**src/rtl/muldiv_sequencer.sv**
```systemverilog
`default_nettype none
// ============================================================================
// Module     : muldiv_sequencer
// Description: Iterative unsigned multiply / restoring divide, one bit per
//              cycle, stalling the execute stage until the result is ready.
//              Optional macro MULDIV_EARLY_OUT_EN ends MUL once the remaining
//              multiplier bits are all zero.
// Revision   : 1.0 - initial release
// ============================================================================
module muldiv_sequencer #(
    parameter int WIDTH = 16,
    parameter int CNT_W = $clog2(WIDTH + 1)
) (
    input  logic             clk,
    input  logic             rst,
    input  logic             start,
    input  logic             isMul,
    input  logic             isDiv,
    input  logic             isMod,
    input  logic [WIDTH-1:0] op_a,
    input  logic [WIDTH-1:0] op_b,
    input  logic             flush,
    output logic             stall,
    output logic             done,
    output logic [WIDTH-1:0] result,
    output logic             div_by_zero
);

    typedef enum logic [1:0] {
        S_IDLE = 2'd0,
        S_MUL  = 2'd1,
        S_DIV  = 2'd2,
        S_DONE = 2'd3
    } state_t;

    state_t             state_q, state_d;
    logic [CNT_W-1:0]   cnt_q, cnt_d;
    logic               mod_q, mod_d;
    // a: multiplicand (MUL) or dividend/quotient (DIV); b: multiplier or divisor
    logic [WIDTH-1:0]   a_q, a_d;
    logic [WIDTH-1:0]   b_q, b_d;
    // acc: running product (MUL) or partial remainder (DIV)
    logic [WIDTH-1:0]   acc_q, acc_d;
    logic [WIDTH-1:0]   result_q, result_d;
    logic               done_q, done_d;
    logic               dbz_q, dbz_d;

    logic               w_any_op;
    logic               w_mul_last;
    logic               w_ge;
    logic [WIDTH-1:0]   w_mul_sum;
    logic [WIDTH:0]     w_rem_sh;
    logic [WIDTH-1:0]   w_rem_sub;
    logic [WIDTH-1:0]   w_quo_next;
    logic [WIDTH-1:0]   w_rem_next;

    assign w_any_op  = isMul | isDiv | isMod;
    assign w_mul_sum = acc_q + (b_q[0] ? a_q : '0);
    assign w_rem_sh  = {acc_q, a_q[WIDTH-1]};
    assign w_ge      = (w_rem_sh >= {1'b0, b_q});
    assign w_rem_sub = WIDTH'(w_rem_sh - {1'b0, b_q});
    assign w_quo_next = {a_q[WIDTH-2:0], w_ge};
    assign w_rem_next = w_ge ? w_rem_sub : w_rem_sh[WIDTH-1:0];

`ifdef MULDIV_EARLY_OUT_EN
    assign w_mul_last = (cnt_q == '0) || (b_q[WIDTH-1:1] == '0);
`else
    assign w_mul_last = (cnt_q == '0);
`endif

    always_comb begin
        state_d  = state_q;
        cnt_d    = cnt_q;
        mod_d    = mod_q;
        a_d      = a_q;
        b_d      = b_q;
        acc_d    = acc_q;
        result_d = result_q;
        done_d   = 1'b0;
        dbz_d    = dbz_q;

        case (state_q)
            S_IDLE: begin
                if (start && w_any_op) begin
                    a_d   = op_a;
                    b_d   = op_b;
                    acc_d = '0;
                    cnt_d = CNT_W'(WIDTH - 1);
                    mod_d = !isMul && !isDiv;
                    if (isMul) begin
                        state_d = S_MUL;
                    end else if (op_b == '0) begin
                        state_d  = S_DONE;
                        done_d   = 1'b1;
                        dbz_d    = 1'b1;
                        result_d = isDiv ? {WIDTH{1'b1}} : op_a;
                    end else begin
                        state_d = S_DIV;
                    end
                end
            end
            S_MUL: begin
                acc_d = w_mul_sum;
                a_d   = a_q << 1;
                b_d   = b_q >> 1;
                cnt_d = cnt_q - CNT_W'(1);
                if (w_mul_last) begin
                    state_d  = S_DONE;
                    cnt_d    = '0;
                    done_d   = 1'b1;
                    dbz_d    = 1'b0;
                    result_d = w_mul_sum;
                end
            end
            S_DIV: begin
                acc_d = w_rem_next;
                a_d   = w_quo_next;
                cnt_d = cnt_q - CNT_W'(1);
                if (cnt_q == '0) begin
                    state_d  = S_DONE;
                    cnt_d    = '0;
                    done_d   = 1'b1;
                    dbz_d    = 1'b0;
                    result_d = mod_q ? w_rem_next : w_quo_next;
                end
            end
            default: begin
                state_d = S_IDLE;
            end
        endcase

        // A redirect abandons the operation without disturbing the last result
        if (flush) begin
            state_d  = S_IDLE;
            done_d   = 1'b0;
            result_d = result_q;
            dbz_d    = dbz_q;
        end
    end

    always_ff @(posedge clk) begin
        if (rst) begin
            state_q  <= S_IDLE;
            cnt_q    <= '0;
            mod_q    <= 1'b0;
            a_q      <= '0;
            b_q      <= '0;
            acc_q    <= '0;
            result_q <= '0;
            done_q   <= 1'b0;
            dbz_q    <= 1'b0;
        end else begin
            state_q  <= state_d;
            cnt_q    <= cnt_d;
            mod_q    <= mod_d;
            a_q      <= a_d;
            b_q      <= b_d;
            acc_q    <= acc_d;
            result_q <= result_d;
            done_q   <= done_d;
            dbz_q    <= dbz_d;
        end
    end

    assign stall       = ((state_q == S_IDLE) && start && w_any_op)
                       || (state_q == S_MUL) || (state_q == S_DIV);
    assign done        = done_q;
    assign result      = result_q;
    assign div_by_zero = dbz_q;

endmodule
`default_nettype wire

```
**config.mk**
```make
export PLATFORM = sky130hd
export DESIGN_NAME = muldiv_sequencer
export DESIGN_NICKNAME = d
export VERILOG_FILES = /design/src/rtl/muldiv_sequencer.sv
export SDC_FILE = /design/constraint.sdc
export NUM_CORES = 1
export LEC_CHECK = 0
export ABC_AREA = 1
export CORE_ASPECT_RATIO = 0.8
export CORE_UTILIZATION = 39
export DETAILED_ROUTE_END_ITERATION = 12
export SLEW_MARGIN = 0
export SYNTH_ARGS = -nofsm -noshare
export SYNTH_HDL_FRONTEND = slang
export SYNTH_SLANG_ARGS = --single-unit
```
**constraint.sdc**
```tcl
create_clock -name clk -period 2.4 [get_ports clk]
set_input_delay 0.48 -clock clk [delete_from_list [all_inputs] [get_ports clk]]
set_output_delay 0.48 -clock clk [all_outputs]
set_load 0.01 [all_outputs]
```
==> impl_metrics.json <==
{
  "clock.fmax_mhz": 445,
  "tns_ns": 0,
  "rsz0062_at_grt": "false",
  "drv_slew": 0,
  "cp-end-kind": "flip-flop",
  "r2r-end": "result[8]$_SDFFE_PP0P_",
  "syn_inst": 989,
  "cp-start-kind": "flip-flop",
  "overflow": 0,
  "power_density_mw_per_mm2": 514,
  "syn_area_sq_mm": 0.00595,
  "place_congestion": 0.909,
  "power_uw": 3840,
  "synth-compound-area-share_pct": 22.0,
  "cts_setup_buffers": 0,
  "dr_total_vias": 6393,
  "grt_pass1_vias": 5981,
  "grt_pass1_wl_microns": 29100,
  "start_util_pct": 40.8,
  "mappedNetlistNets": 1068,
  "areaGrowthSynthToFinish_pct": 25.6,
  "post_drt_via_cell_ratio": 5.13,
  "hold_viol_final": 0,
  "clkPwrFrac_pct": 35.8,
  "synth_edf_count": 0,
  "ys.flop_type": "dfxtp_1",
  "drt-total-wl_microns": 17500,
  "cts.path.max_buffers": 2,
  "hold_buffers": 0,
  "yosys_warnings": 0,
  "timing.slew.headroom_pct": 54.6,
  "grt_antenna_before_repair": 0,
  "p_leak_uw": 0.00349,
  "power.internal_uw": 2540,
  "drive_above_1_share_pct": 11.8,
  "synth_top_area_share_pct": 24.9,
  "r2r-start": "a_q[15]$_SDFFE_PP0P_",
  "drc": 0,
  "crit_start": "a_q[15]$_SDFFE_PP0P_",
  "tightestPinTransition_ns": 0.681,
  "dieArea_sq_mm": 0.0158,
  "synthTopCellsByArea": "dfxtp_1, nand2_1, a21oi_1",
  "synthDistinctLibCells": 40,
  "ant_nets": 0,
  "wire_per_inst_microns": 14.1,
  "cts_tree": "yes",
  "rrSetupSlack_ns": 0.15,
  "grt_usage_pct": 23.1,
  "arrival_ns": 2.45,
  "period_share_pct": 93.6,
  "p_sw_uw": 1300,
  "port_buffers": 57,
  "synthAdderAreaFrac_pct": 8.67,
  "period_needed_ns": 2.25,
  "p_sw_share_pct": 33.8,
  "r2r_cells": 15,
  "setup_viol": 0,
  "clk-insertion-delay-late_ns": 0.35,
  "antenna_cells_inserted": 0,
  "cap_violations": 0,
  "synthArstFlopShare_pct": 0,
  "min_path_type": "flip-flop to flip-flop",
  "yosys.area_share.simple_pct": 30.5,
  "fin_cells": 1245,
  "yosysTopAreaCell": "dfxtp_1",
  "power_frac_comb_pct": 28.8,
  "first_pass_iters": 5,
  "synth_top_family_by_area": "simple AND/OR/NAND/NOR gates",
  "cts.sinks": 74,
  "cts_buffers": 9,
  "synthMuxAreaShare_pct": 0,
  "drtIter0Drc": 463,
  "crit_path_max_fanout": 3,
  "seq_power_share_pct": 35.4,
  "critPathCapture": "result[8]$_SDFFE_PP0P_",
  "path_clk_slew_ns": 0.06,
  "critPathKind": "flip-flop to flip-flop",
  "rows": 39,
  "fin_util_pct": 51.2,
  "crit_required_ns": 2.60,
  "dp.cells": 1230,
  "ir_drop_mv": 0.396,
  "boundaryPins": 58,
  "ys_seq_area_share_pct": 24.9,
  "die_height_microns": 112,
  "synth-seq-cells": 74,
  "syn_area_per_cell_sq_um": 6.01,
  "cts_root_buffer": "clkbuf_16",
  "fin_skew_ns": 0.0100,
  "grt_start_max_net_pins": 49,
  "core_sq_mm": 0.0146,
  "die-width_microns": 140,
  "synth-xor-area-share_pct": 1.47,
  "dp_hpwl_microns": 13300,
  "nets": 1136,
  "htreeDepth": 3,
  "outcome": "finished clean"
}
==> stage by stage <==
step	setup WS, ns	instance area [sq um]	hold slack [ns]
final	0.154	7470	0.461
after global routing	0.00210	7470	0.478
after CTS	0.0216	7190	0.464
after detailed placement	-0.314	6890	0.454
after global placement	-0.295	6890	0.448
after floorplan	0.232	5950	0.432
==> how the worst min path moves through the flow <==
stage	start	endpoint	cells past startpoint
2_1_floorplan	cnt_q[4]$_SDFFE_PP0P_	cnt_q[4]$_SDFFE_PP0P_	2
3_3_place_gp	cnt_q[4]$_SDFFE_PP0P_	cnt_q[4]$_SDFFE_PP0P_	2
3_5_place_dp	cnt_q[4]$_SDFFE_PP0P_	cnt_q[4]$_SDFFE_PP0P_	2
4_1_cts	cnt_q[4]$_SDFFE_PP0P_	cnt_q[4]$_SDFFE_PP0P_	2
5_1_grt	result[9]$_SDFFE_PP0P_	result[9]$_SDFFE_PP0P_	2
6_report	cnt_q[4]$_SDFFE_PP0P_	cnt_q[4]$_SDFFE_PP0P_	2
==> state kept, by name, summed over array words and instances (netlist names) <==
signal	flops
mod_q	1
done	1
cnt_q	5
state_q	2
result	16
a_q	16
acc_q	16
b_q	16
div_by_zero	1
==> cells in the mapped netlist, types with 3 or more instances <==
library cell,instances
inv_1,142
nor2_2,5
buf_6,3
a21oi_2,4
nand3_1,42
o21ai_0,60
xnor2_1,6
nor2_1,44
a31oi_1,15
o21ai_2,8
nand3_2,3
o22ai_1,15
ha_1,38
nand2_1,320
buf_2,9
a21o_1,5
a221oi_1,4
nand3b_1,7
clkbuf_1,28
nor3_1,5
xor2_1,4
o21ai_1,14
a21oi_1,108
dfxtp_1,74
nand2_2,6
==> power groups by stage <==
stage                     clock network [uW]  registers, uW  logic, uW
after floorplan                            0           1370        719
after global placement                     0           1380       1030
after detailed placement                   0           1390       1040
after CTS                               1410           1360       1040
after global routing                    1470           1370       1240
final                                   1380           1360       1110
==> logic make-up (layout without fill, tap and decap cells) <==
group                    count (synthesis)  in the layout
AND/OR/NAND/NOR                        440            440
AO/OA/AOI/OAI                          237            237
buffers and inverters                  188            260
flip-flops                              74             74
adder cells (fa/ha/maj)                 40             40
XOR/XNOR                                10             10
==> critical path, cell delays in order, from the launching register on <==
cell and delay (ns):
dfxtp_1 0.34, inv_1 0.09, ha_1 0.14, inv_1 0.08
fa_1 0.43, nand3_1 0.11, nand3_2 0.11, a21oi_1 0.18
xor2_1 0.17, nand2_1 0.08, o21ai_2 0.08, nand2_1 0.07
nand2_1 0.06, nand2_1 0.06, nand2_1 0.05, a21oi_1 0.05
==> cell usage in the layout, fill, tap and decap left out, types with 16 or more instances in the layout <==
cell	instances
clkdlybuf4s50_1	56
ha_4	16
nand2_1	317
dfxtp_1	70
nand3_1	39
buf_4	39
o21ai_0	59
inv_1	142
a21oi_1	103
ha_1	22
nor2_1	42
==> area by class of cell <==
| cell class | count | area [sq um] |
|---|---|---|
| fillers | 1511 | 7120 |
| multi-input cells | 727 | 4000 |
| flip-flops and latches | 74 | 1490 |
| repair buffers | 98 | 902 |
| inverters | 147 | 558 |
| well taps | 184 | 230 |
| clock buffers | 9 | 225 |
| clock inverters | 6 | 67.6 |
==> layer usage <==
layer | up-vias | GRT usage [%] | share of wire (%)
li1 | 3332 | - | -
met1 | 2875 | 33.2 | 50
met2 | 165 | 35.8 | 44
met3 | 21 | 3.28 | 4.7
met4 | 0 | 6.67 | 1.4
met5 | - | 0 | 0
==> repair_timing <==
action / in CTS / in global routing
gates cloned: 0 / 0
endpoints found under the hold margin: 0 / 0
pin swaps: 0 / 2
endpoints found under the setup margin: 3 / 33
gates resized for setup: 3 / 46
(Power assumes the default switching activity.)
